**src/rtl/fetch_sequencer_pkg.sv**
```systemverilog
// Shared types and helpers for the fetch sequencer: FSM encoding, reset vector,
// and the branch/jump target computation.
package fetch_sequencer_pkg;

  localparam logic [31:0] RESET_VEC_DEF = 32'h3000;

  typedef enum logic [1:0] {
    S_REQ  = 2'd0,
    S_WAIT = 2'd1,
    S_HOLD = 2'd2
  } state_t;

  // A taken branch wins over a jump. Both targets are relative to the fall-through PC.
  function automatic logic [31:0] next_pc_target(
    input logic [31:0] redir_pc,
    input logic        br_taken,
    input logic [31:0] br_offset,
    input logic [25:0] jmp_target
  );
    logic [31:0] seq;
    seq = redir_pc + 32'd4;
    if (br_taken) return seq + (br_offset << 2);
    return {seq[31:28], jmp_target, 2'b00};
  endfunction

endpackage

```
**src/rtl/fetch_sequencer_if.sv**
```systemverilog
// Bus between the fetch sequencer and its neighbours: execute redirects,
// the imem request/ack port and the decode valid/ready port.
interface fetch_sequencer_if #(parameter int AW = 32);
  logic [AW-1:0] redir_pc;
  logic          br_taken;
  logic [31:0]   br_offset;
  logic          jmp;
  logic [25:0]   jmp_target;
  logic          imem_req;
  logic [AW-1:0] imem_addr;
  logic          imem_ack;
  logic [31:0]   imem_rdata;
  logic          if_valid;
  logic          if_ready;
  logic [31:0]   if_instr;
  logic [AW-1:0] if_pc;

  modport master (
    input  redir_pc, br_taken, br_offset, jmp, jmp_target, imem_ack, imem_rdata, if_ready,
    output imem_req, imem_addr, if_valid, if_instr, if_pc
  );

  modport slave (
    output redir_pc, br_taken, br_offset, jmp, jmp_target, imem_ack, imem_rdata, if_ready,
    input  imem_req, imem_addr, if_valid, if_instr, if_pc
  );
endinterface

```
**src/rtl/fetch_target_calc.sv**
```systemverilog
// Combinational redirect decode: flags a redirect and selects the branch or jump target.
module fetch_target_calc
  import fetch_sequencer_pkg::*;
#(
  parameter int AW = 32
) (
  input  logic [AW-1:0] redir_pc,
  input  logic          br_taken,
  input  logic [31:0]   br_offset,
  input  logic          jmp,
  input  logic [25:0]   jmp_target,
  output logic          redir,
  output logic [AW-1:0] target
);
  assign redir  = br_taken | jmp;
  assign target = AW'(next_pc_target(32'(redir_pc), br_taken, br_offset, jmp_target));
endmodule

```
**src/rtl/fetch_sequencer.sv**
```systemverilog
// Instruction fetch sequencer: one imem request at a time, fetched word held for
// decode until accepted, execute redirects squash whatever is in progress.
module fetch_sequencer
  import fetch_sequencer_pkg::*;
#(
  parameter logic [31:0] RESET_VEC = RESET_VEC_DEF,
  parameter int          AW        = 32
) (
  input logic               clk,
  input logic               rst,
  fetch_sequencer_if.master bus
);
  state_t        state, state_n;
  logic [AW-1:0] pc, pc_n;
  logic          discard, discard_n;
  logic          vld_q, vld_n;
  logic [31:0]   instr_q, instr_n;
  logic [AW-1:0] ipc_q, ipc_n;
  logic          redir;
  logic [AW-1:0] tgt;

  fetch_target_calc #(.AW(AW)) u_tgt (
    .redir_pc   (bus.redir_pc),
    .br_taken   (bus.br_taken),
    .br_offset  (bus.br_offset),
    .jmp        (bus.jmp),
    .jmp_target (bus.jmp_target),
    .redir      (redir),
    .target     (tgt)
  );

  always_ff @(posedge clk) begin
    if (rst) begin
      state   <= S_REQ;
      pc      <= AW'(RESET_VEC);
      discard <= 1'b0;
      vld_q   <= 1'b0;
      instr_q <= '0;
      ipc_q   <= '0;
    end else begin
      state   <= state_n;
      pc      <= pc_n;
      discard <= discard_n;
      vld_q   <= vld_n;
      instr_q <= instr_n;
      ipc_q   <= ipc_n;
    end
  end

  always_comb begin
    state_n   = state;
    pc_n      = pc;
    discard_n = discard;
    vld_n     = vld_q;
    instr_n   = instr_q;
    ipc_n     = ipc_q;
    case (state)
      S_REQ: begin
        // A redirect beats a same-cycle ack: the returned word belongs to the old path.
        if (redir) pc_n = tgt;
        else if (bus.imem_ack) begin
          instr_n = bus.imem_rdata;
          ipc_n   = pc;
          vld_n   = 1'b1;
          state_n = S_HOLD;
        end
      end
      S_WAIT: begin
        if (redir) pc_n = tgt;
        if (bus.imem_ack) begin
          discard_n = 1'b0;
          state_n   = S_REQ;
        end
      end
      S_HOLD: begin
        // imem_ack here is a protocol violation and is ignored.
        if (redir) begin
          pc_n    = tgt;
          vld_n   = 1'b0;
          state_n = S_REQ;
        end else if (bus.if_ready) begin
          pc_n    = pc + AW'(4);
          vld_n   = 1'b0;
          state_n = S_REQ;
        end
      end
      default: state_n = S_REQ;
    endcase
  end

  assign bus.imem_req  = (state == S_REQ) && !rst;
  assign bus.imem_addr = {pc[AW-1:2], 2'b00};
  assign bus.if_valid  = vld_q;
  assign bus.if_instr  = instr_q;
  assign bus.if_pc     = ipc_q;
endmodule

```
**src/flat_wrapper.sv**
```systemverilog
// flat-port wrapper written by rule: the top's interface ports become plain ports
module fetch_sequencer_flat import fetch_sequencer_pkg::*;
#(
  parameter logic [31:0] RESET_VEC = RESET_VEC_DEF,
  parameter int          AW        = 32
)
  (clk, rst, bus_redir_pc, bus_br_taken, bus_br_offset, bus_jmp, bus_jmp_target, bus_imem_ack, bus_imem_rdata, bus_if_ready, bus_imem_req, bus_imem_addr, bus_if_valid, bus_if_instr, bus_if_pc);
  fetch_sequencer_if #(.AW(AW)) bus_i ();
  input logic clk;
  input logic rst;
  input wire logic [$bits(bus_i.redir_pc)-1:0] bus_redir_pc;
  input wire logic [$bits(bus_i.br_taken)-1:0] bus_br_taken;
  input wire logic [$bits(bus_i.br_offset)-1:0] bus_br_offset;
  input wire logic [$bits(bus_i.jmp)-1:0] bus_jmp;
  input wire logic [$bits(bus_i.jmp_target)-1:0] bus_jmp_target;
  input wire logic [$bits(bus_i.imem_ack)-1:0] bus_imem_ack;
  input wire logic [$bits(bus_i.imem_rdata)-1:0] bus_imem_rdata;
  input wire logic [$bits(bus_i.if_ready)-1:0] bus_if_ready;
  output wire logic [$bits(bus_i.imem_req)-1:0] bus_imem_req;
  output wire logic [$bits(bus_i.imem_addr)-1:0] bus_imem_addr;
  output wire logic [$bits(bus_i.if_valid)-1:0] bus_if_valid;
  output wire logic [$bits(bus_i.if_instr)-1:0] bus_if_instr;
  output wire logic [$bits(bus_i.if_pc)-1:0] bus_if_pc;
  assign bus_i.redir_pc = bus_redir_pc;
  assign bus_i.br_taken = bus_br_taken;
  assign bus_i.br_offset = bus_br_offset;
  assign bus_i.jmp = bus_jmp;
  assign bus_i.jmp_target = bus_jmp_target;
  assign bus_i.imem_ack = bus_imem_ack;
  assign bus_i.imem_rdata = bus_imem_rdata;
  assign bus_i.if_ready = bus_if_ready;
  assign bus_imem_req = bus_i.imem_req;
  assign bus_imem_addr = bus_i.imem_addr;
  assign bus_if_valid = bus_i.if_valid;
  assign bus_if_instr = bus_i.if_instr;
  assign bus_if_pc = bus_i.if_pc;
  fetch_sequencer #(.RESET_VEC(RESET_VEC), .AW(AW)) u_core (.clk(clk), .rst(rst), .bus(bus_i));
endmodule
```
**config.mk**
```make
export PLATFORM = sky130hd
export DESIGN_NAME = fetch_sequencer_flat
export DESIGN_NICKNAME = d
export VERILOG_FILES = /design/src/rtl/fetch_sequencer_pkg.sv /design/src/rtl/fetch_sequencer_if.sv /design/src/rtl/fetch_target_calc.sv /design/src/rtl/fetch_sequencer.sv /design/src/flat_wrapper.sv
export SDC_FILE = /design/constraint.sdc
export NUM_CORES = 1
export LEC_CHECK = 0
export ABC_CLOCK_PERIOD_IN_PS = 9860
export CELL_PAD_IN_SITES_DETAIL_PLACEMENT = 1
export CELL_PAD_IN_SITES_GLOBAL_PLACEMENT = 2
export CORE_MARGIN = 3
export CORE_UTILIZATION = 28
export CTS_BUF_LIST = sky130_fd_sc_hd__clkbuf_16
export DETAILED_ROUTE_END_ITERATION = 8
export GPL_TIMING_DRIVEN = 0
export PLACE_DENSITY = 0.87
export SLEW_MARGIN = 25
export SYNTH_ARGS = -nofsm -noshare
export SYNTH_HDL_FRONTEND = slang
export SYNTH_HIERARCHICAL = 1
export SYNTH_SLANG_ARGS = --single-unit
```
**constraint.sdc**
```tcl
create_clock -name clk -period 9.86 [get_ports clk]
set_input_delay 2.958 -clock clk [delete_from_list [all_inputs] [get_ports clk]]
set_output_delay 2.958 -clock clk [all_outputs]
set_load 0.05 [all_outputs]
```
* Word-level counts from Yosys, hierarchy flattened *
Index checks and enable logic that the tools add are counted.

cells by class
  add/sub/neg operators = 3
  equal/unequal tests = 7
  muxes and demuxes = 18
  bitwise operators = 2
  reduce and logical (&&, ||, !) cells = 10

operator list
  kind                                                                    number
  32-bit 2-to-1 mux                                                       5
  32-bit by 3-bit adder with 32-bit output (second input constant)        2
  32-bit case mux with 2 select lines                                     1
  32-bit adder                                                            1
  2-bit 2-to-1 mux                                                        5
  4-bit AND reduction                                                     2
  2-bit != test (second input constant)                                   3
  2-bit case mux with 3 select lines                                      1
  3-bit AND reduction                                                     2
  1-bit 2-to-1 mux                                                        5
  2-bit nonzero test                                                      2
  3-bit by 2-bit != test with 1-bit output (second input constant)        1
  2-bit by 1-bit equality test with 1-bit output (second input constant)  1
  2-bit equality test (second input constant)                             1
  2-bit zero test                                                         1
  2-bit by 1-bit != test with 1-bit output (second input constant)        1
  1-bit case mux with 2 select lines                                      1
  2-bit OR reduction                                                      1
  1-bit logical AND                                                       1
  1-bit zero test                                                         1
  1-bit NOT                                                               1
  1-bit OR                                                                1

storage, ports and cells
  flip-flop bits (word level) = 99
  output and inout bits = 98
  logic and storage cells = 45

* Logic depth before layout (Yosys ltp) *
Gate-level depths: netlist of the first run.

  depth after elaboration = 6
  mapped depth = 17
  gate-level depth less buffers = 17

* By module *
Netlist of the first run, hierarchy kept.

modules (own cells, without submodules)
  module             times used  cells each  area each (um^2)  sequential area each (um^2)
  fetch_sequencer    1           529         4,241.6           1,941.9
  fetch_target_calc  1           349         2,551.2           0.0

* Least setup slack after synthesis of the first run *
OpenSTA, ideal clock, no wires.

  path kind = input-to-output
  from = input rst
  to = output bus_imem_req
  arrival = 4.334 ns
  data required time = 6.902 ns
  slack = 2.568 ns
  stages on the path = 3
  path through = clkdlybuf4s50_2 > clkbuf_1 > nor2_1

on the way
  cells in the longest elaborated chain, start to end = 2

RTL lines
  element            line                   source
  from (decl)        flat_wrapper.sv:10     input logic rst;
  1-bit zero test    fetch_sequencer.sv:91  assign bus.imem_req = (state == S_REQ) && !rst;
  1-bit logical AND  fetch_sequencer.sv:91
  to (decl)          flat_wrapper.sv:19     output wire logic [$bits(bus_i.imem_req)-1:0] bus_imem_req;

Every way passes these cells.

* Final worst setup path of the first run *
Ends and elaborated chain as after synthesis.

==> impl_metrics.yaml, run 1 <==
outcome:
  status: "completed"
timing:
  skew_ns: 0.007805
  min_period_ns: 7.823
  rsz0062_at_grt: "no"
  tightest_slew_ns: 0.8860
  hold_ws_ns: 0.4558
  tns_ns: 0
  worst_slack_ns: 2.037
  drv_slew: 0
  hold_viol_final: 0
  slew_headroom_pct: 40.44
  finalSetupViolations: 0
  period_share_pct: 79.34
  fmax_ghz: 0.1278
place:
  io_buffers: 220
  pre_cts_slack_ns: 2.021
  place_congestion: 0.8399
  place_area_mm2: 0.009398
  hpwlAfterDp_um: 20200
pwr:
  netSwitchingPower_w: 0.0004395
  power.density_mw_per_mm2: 125.6
  power_leakage_nw: 3.568
  p_comb_share_pct: 34.6
  power_frac_seq_pct: 36.3
  vdd_drop_max_v: 0.00008451
  internal_power_w: 0.0007791
  power_frac_clock_pct: 29.1
  sw_frac_of_total_pct: 36.06
worst_setup_path:
  critPathCaptureType: "output pin"
  required_ns: 6.90
  crit_fanout: 10
  start_kind: "input pin"
  crit_type: "in -> out"
  crit_arrival_ns: 4.87
clock_network:
  hold_buffers: 0
  cts_buffer_depth: 2
  clk_latency_ns: 0.35
  cts-htree-levels: 3
  post_cts_buffers: 0
  cts-root-buf: "clkbuf_16"
  cts_sinks: 97
  cts_tree: "built"
  clk_pin_slew_ns: 0.07
  cts_resized: 0
  cts_made_buffers: 9
die:
  num_io_pins: 226
  dieArea_mm2: 0.02616
  initial_core_util_pct: 28.68
  rows: 56
  die_y_um: 161.8
  die_x_um: 161.8
  core_mm2: 0.02368
global_route:
  grt_overflow: 0
  antenna_found_initial: 1
  grt_pass1_wl_um: 38990
  grt_start_max_net_pins: 20
  grt_use_total_pct: 18.43
  grt_pass1_vias: 7533
drt:
  wl_per_cell_um: 17.23
  drtIter0Drc: 258
  avgViaCountPerCell: 4.834
  first_pass_iters: 5
  final_antenna_net_count: 0
  vias: 6937
  finalWirelength_um: 24720
  drc: 0
finish:
  nets: 1275
  drive_gt1_share_pct: 9.596
  fin_area_mm2: 0.009699
  n_fill_cell: 2932
  area_delta_synth_final_pct: 42.79
job:
  cap_violations: 0
synth:
  ys_ff_latch: 97
  synth_cells: 878
  netlist_area_mm2: 0.006793
  avgSynthCellArea_um2: 7.737
  yosys_most_used_dff: "dfxtp_1"
  synthArstFlopShare_pct: 0
  synth_cell_types: 74
  yosysSeqAreaShare_pct: 28.59
  ys.warnings.count: 6
  synth_edf_count: 0
hold_path:
  min_path_type: "reg -> reg"
-- power by group through the flow --
stage	Combinational [W]	Sequential [W]	Clock, W
3_3_place_gp	0.000419	0.000452	0
3_5_place_dp	0.000423	0.000452	0
6_report	0.000421	0.000443	0.000354
5_1_grt	0.000457	0.000447	0.000386
4_1_cts	0.000426	0.000443	0.000368
2_1_floorplan	0.000244	0.000469	0
-- worst max-delay path: stages --
cell,delay (ns)
clkdlybuf4s50_2,0.53
clkbuf_1,0.54
nor2_1,0.10
clkdlybuf4s50_1,0.73
-- cell usage after synthesis, types with 3 or more instances --
cell	count	area [um2]
nand2_1	181	679.4
a21oi_1	106	530.5
dfxtp_1	97	1942
nor2_1	61	229.0
xnor2_1	40	350.3
ha_1	36	450.4
xor2_1	35	306.5
buf_4	32	240.2
clkbuf_1	31	116.4
nand3_1	25	125.1
nand4_1	24	150.1
mux2_2	22	247.7
a211oi_1	18	135.1
o21ai_0	16	80.08
a21o_1	14	105.1
and3_1	13	81.33
inv_1	12	45.04
nor3_1	10	50.05
and2_1	5	31.28
o22ai_1	5	31.28
o31ai_1	5	37.54
a31o_2	4	35.03
and4_1	4	35.03
nor4_1	4	25.02
or2_2	4	25.02
a211o_1	3	26.28
buf_1	3	11.26
buf_2	3	15.01
mux2i_1	3	30.03
nor2b_1	3	18.77
or3_1	3	18.77
-- layout make-up --
type	count	area, um2	share of cell area, %
tap	319	399.1	4.115
buffer	73	432.9	4.463
inverter	13	48.80	0.5031
multi-input combinational	696	4373	45.09
sequential	97	1942	20.02
antenna	1	2.502	0.02580
clock inverter	7	73.82	0.7611
timing repair buffer	220	2202	22.70
clock buffer	9	225.2	2.322
-- final timing paths --
check	slack [ns]	cells after the start	endpoint	startpoint
worst max-delay path	2.04	4	bus_imem_req	rst
worst min-delay path	0.46	2	u_core/bus.if_pc[15]$_SDFFE_PP0P_	u_core/bus.if_pc[15]$_SDFFE_PP0P_
worst max register to register	7.42	6	u_core/pc[28]$_SDFFE_PP0P_	u_core/pc[2]$_SDFFE_PP0P_
worst min register to register	0.46	2	u_core/bus.if_pc[15]$_SDFFE_PP0P_	u_core/bus.if_pc[15]$_SDFFE_PP0P_
-- metrics by stage --
step	total power (W)	utilization, %	cells
6_report	0.001219	40.96	1435
5_1_grt	0.001290	40.96	1435
3_3_place_gp	0.0008714	39.68	1418
2_1_floorplan	0.0007124	-	879
4_1_cts	0.001237	40.94	1434
3_5_place_dp	0.0008756	39.68	1418
-- layout by cell type (no fill, tap or decap), types with 4 or more instances in the layout --
master           synthesis  routed
a211oi_1                18      18
a21o_1                  14      14
a21oi_1                106     106
a31o_2                   4       4
and2_1                   5       5
and3_1                  13      13
and4_1                   4       4
buf_4                   32      32
clkbuf_1                31      31
clkbuf_16                0       9
clkdlybuf4s50_1          0     220
dfxtp_1                 97      97
ha_1                    36      36
inv_1                   12      12
mux2_2                  22      22
nand2_1                181     181
nand3_1                 25      25
nand4_1                 24      24
nor2_1                  61      61
nor3_1                  10      10
nor4_1                   4       4
o21ai_0                 16      16
o22ai_1                  5       5
o31ai_1                  5       5
or2_2                    4       4
xnor2_1                 40      40
xor2_1                  35      35
-- state kept, by name, summed over array words and instances, names as in the netlist --
signal / cells
u_core/bus.if_instr: 32
u_core/pc: 32
u_core/bus.if_valid: 1
u_core/bus.if_pc: 32
-- routing by layer --
layer	vias up	share of wire, %	track usage, %
li1	3500	-	-
met1	3281	46	23.73
met2	137	48	32.14
met3	19	4.4	3.622
met4	0	1.3	3.839
met5	-	0	0
-- cell families (layout without fill, tap and decap cells) --
| kind of cell | count (synthesis) | count (layout) | share of synthesized area (%) |
|---|---|---|---|
| AO/OA/AOI/OAI | 199 | 199 | 18.14 |
| XOR/XNOR | 76 | 76 | 9.910 |
| adder cells (fa/ha/maj) | 37 | 37 | 6.926 |
| buffers and inverters | 86 | 322 | 7.091 |
| flip-flops | 97 | 97 | 28.59 |
| multiplexers | 26 | 26 | 4.255 |
| other | 1 | 3 | 0.05521 |
| AND/OR/NAND/NOR | 356 | 356 | 25.03 |
No activity file was read; power rests on OpenSTA's default activity.
==> run 2, diff against run 1 <==
ABC_CLOCK_PERIOD_IN_PS = 7310   (was 9860)
CORE_UTILIZATION = 26   (was 28)
PLACE_DENSITY = 0.82   (was 0.87)
clock period = 7.31 ns   (was 9.86 ns; I/O delays follow)
==> impl_metrics.yaml, run 2 (synthesis gave the netlist of run 1 again) <==
outcome:
  status: "completed"
worst_setup_path:
  r2r_end: "u_core/pc[30]$_SDFFE_PP0P_"
  r2r_setup_slack_ns: 4.87
  cp-startpoint: "rst"
  endpoint: "bus_imem_req"
  timing.rr.start: "u_core/pc[2]$_SDFFE_PP0P_"
  ff2ff_path_depth: 6
  required_ns: 5.12
  critPathCaptureType: "output pin"
  crit_arrival_ns: 4.06
  cp_slowest_cell: "clkdlybuf4s50_1"
  start_kind: "input pin"
  crit_type: "in -> out"
  crit_fanout: 10
  path_cells: "clkdlybuf4s50_2 -> clkbuf_1 -> nor2_1 -> clkdlybuf4s50_1"
  max_stage_delay_ns: 0.73
clock_network:
  clk_latency_ns: 0.34
  cts-root-buf: "clkbuf_16"
  cts-htree-levels: 3
  cts_buffer_depth: 2
  cts_made_buffers: 9
  cts_sinks: 97
  cts_tree: "built"
  clk_pin_slew_ns: 0.07
  hold_buffers: 0
  post_cts_buffers: 0
  cts_resized: 0
timing:
  tightest_slew_ns: 0.9171
  fmax_ghz: 0.1598
  finalSetupViolations: 0
  slew_headroom_pct: 38.35
  period_share_pct: 85.61
  worst_slack_ns: 1.052
  tns_ns: 0
  min_period_ns: 6.258
  rsz0062_at_grt: "no"
  hold_viol_final: 0
  skew_ns: 0.006264
  drv_slew: 0
global_route:
  grt_overflow: 0
  grt_pass1_vias: 7392
  antenna_found_initial: 1
  grt_start_max_net_pins: 17
  grt_use_total_pct: 17.46
  grt_pass1_wl_um: 39710
finish:
  area_delta_synth_final_pct: 43.23
  nets: 1275
  final_common_cell: "clkdlybuf4s50_1"
  n_fill_cell: 3075
  final_cell_mix: "clkdlybuf4s50_1, nand2_1, a21oi_1"
  fin_cells: 1445
  drive_gt1_share_pct: 9.515
die:
  initial_core_util_pct: 26.74
  rows: 58
  dieArea_mm2: 0.02810
  num_io_pins: 226
  die_y_um: 167.6
  core_mm2: 0.02540
  die_x_um: 167.6
place:
  hpwlAfterDp_um: 20490
  post-place-cells: 1429
  place_congestion: 0.8113
  io_buffers: 220
  pre_cts_slack_ns: 0.8001
pwr:
  power.density_mw_per_mm2: 172.1
  vdd_drop_max_v: 0.00009510
  power_leakage_nw: 3.573
drt:
  finalWirelength_um: 24890
  first_pass_iters: 5
  vias: 6960
  drtIter0Drc: 297
  drc: 0
  final_antenna_net_count: 0
  wl_per_cell_um: 17.22
  avgViaCountPerCell: 4.817
job:
  cap_violations: 0
hold_path:
  min_path_type: "reg -> reg"
  min_path_cells: 2
-- run 2: changes by cell type in the layout (fill, tap and decap cells not counted), sizes merged --
cell | before | now
bufinv | 0 | 2
clkinv | 3 | 1
inv | 17 | 15
clkinvlp | 0 | 1
-- run 2: worst min path at each step --
stage | startpoint | endpoint | slack, ns
after global routing | u_core/bus.if_instr[7]$_SDFFE_PP0P_ | u_core/bus.if_instr[7]$_SDFFE_PP0P_ | 0.48
after global placement | u_core/bus.if_instr[20]$_SDFFE_PP0P_ | u_core/bus.if_instr[20]$_SDFFE_PP0P_ | 0.44
after detailed placement | u_core/bus.if_instr[22]$_SDFFE_PP0P_ | u_core/bus.if_instr[22]$_SDFFE_PP0P_ | 0.45
after CTS | u_core/bus.if_instr[1]$_SDFFE_PP0P_ | u_core/bus.if_instr[1]$_SDFFE_PP0P_ | 0.46
after floorplan | u_core/pc[0]$_SDFFE_PP0P_ | u_core/bus.if_pc[0]$_SDFFE_PP0P_ | 0.43
final | u_core/bus.if_instr[22]$_SDFFE_PP0P_ | u_core/bus.if_instr[22]$_SDFFE_PP0P_ | 0.45
-- run 2: metal layers --
| layer | GRT usage, % | share of wire, % | vias up |
|---|---|---|---|
| met3 | 3.612 | 4.8 | 16 |
| met5 | 0 | 0 | - |
| met2 | 29.98 | 48 | 151 |
| li1 | - | - | 3509 |
| met1 | 22.88 | 46 | 3284 |
| met4 | 3.202 | 1.4 | 0 |
-- run 2: critical path, delay by kind of cell --
| kind | cells | cell delay, ns |
|---|---|---|
| buffers and inverters | 3 | 1.78 |
| AND/OR/NAND/NOR | 1 | 0.09 |
-- run 2: area by class of cell --
type,instances,area [um2],area share (%)
Buffer,73,432.9,4.450
Antenna cell,1,2.502,0.02572
Timing Repair Buffer,220,2202,22.63
Tap cell,330,412.9,4.244
Clock buffer,9,225.2,2.315
Clock inverter,6,90.09,0.9259
Sequential cell,97,1942,19.96
Inverter,13,48.80,0.5015
Multi-Input combinational cell,696,4373,44.95
-- run 2: stage by stage --
stage                     utilization (%)  power (W)  cell area, um2  hold slack [ns]
after detailed placement            37.05   0.001183            9412           0.4473
after floorplan                         -  0.0009610            6797           0.4313
final                               38.31   0.001675            9729           0.4546
after global routing                38.31   0.001772            9729           0.4785
after global placement              37.05   0.001177            9412           0.4419
after CTS                           38.30   0.001704            9727           0.4576
-- run 2: where the power goes --
group	switching [W]	leakage [nW]	total [W]	internal (W)
sequential	0.0000402	0.793	0.000598	0.000558
clock	0.000210	0.152	0.000510	0.000300
combinational	0.000316	2.63	0.000567	0.000251
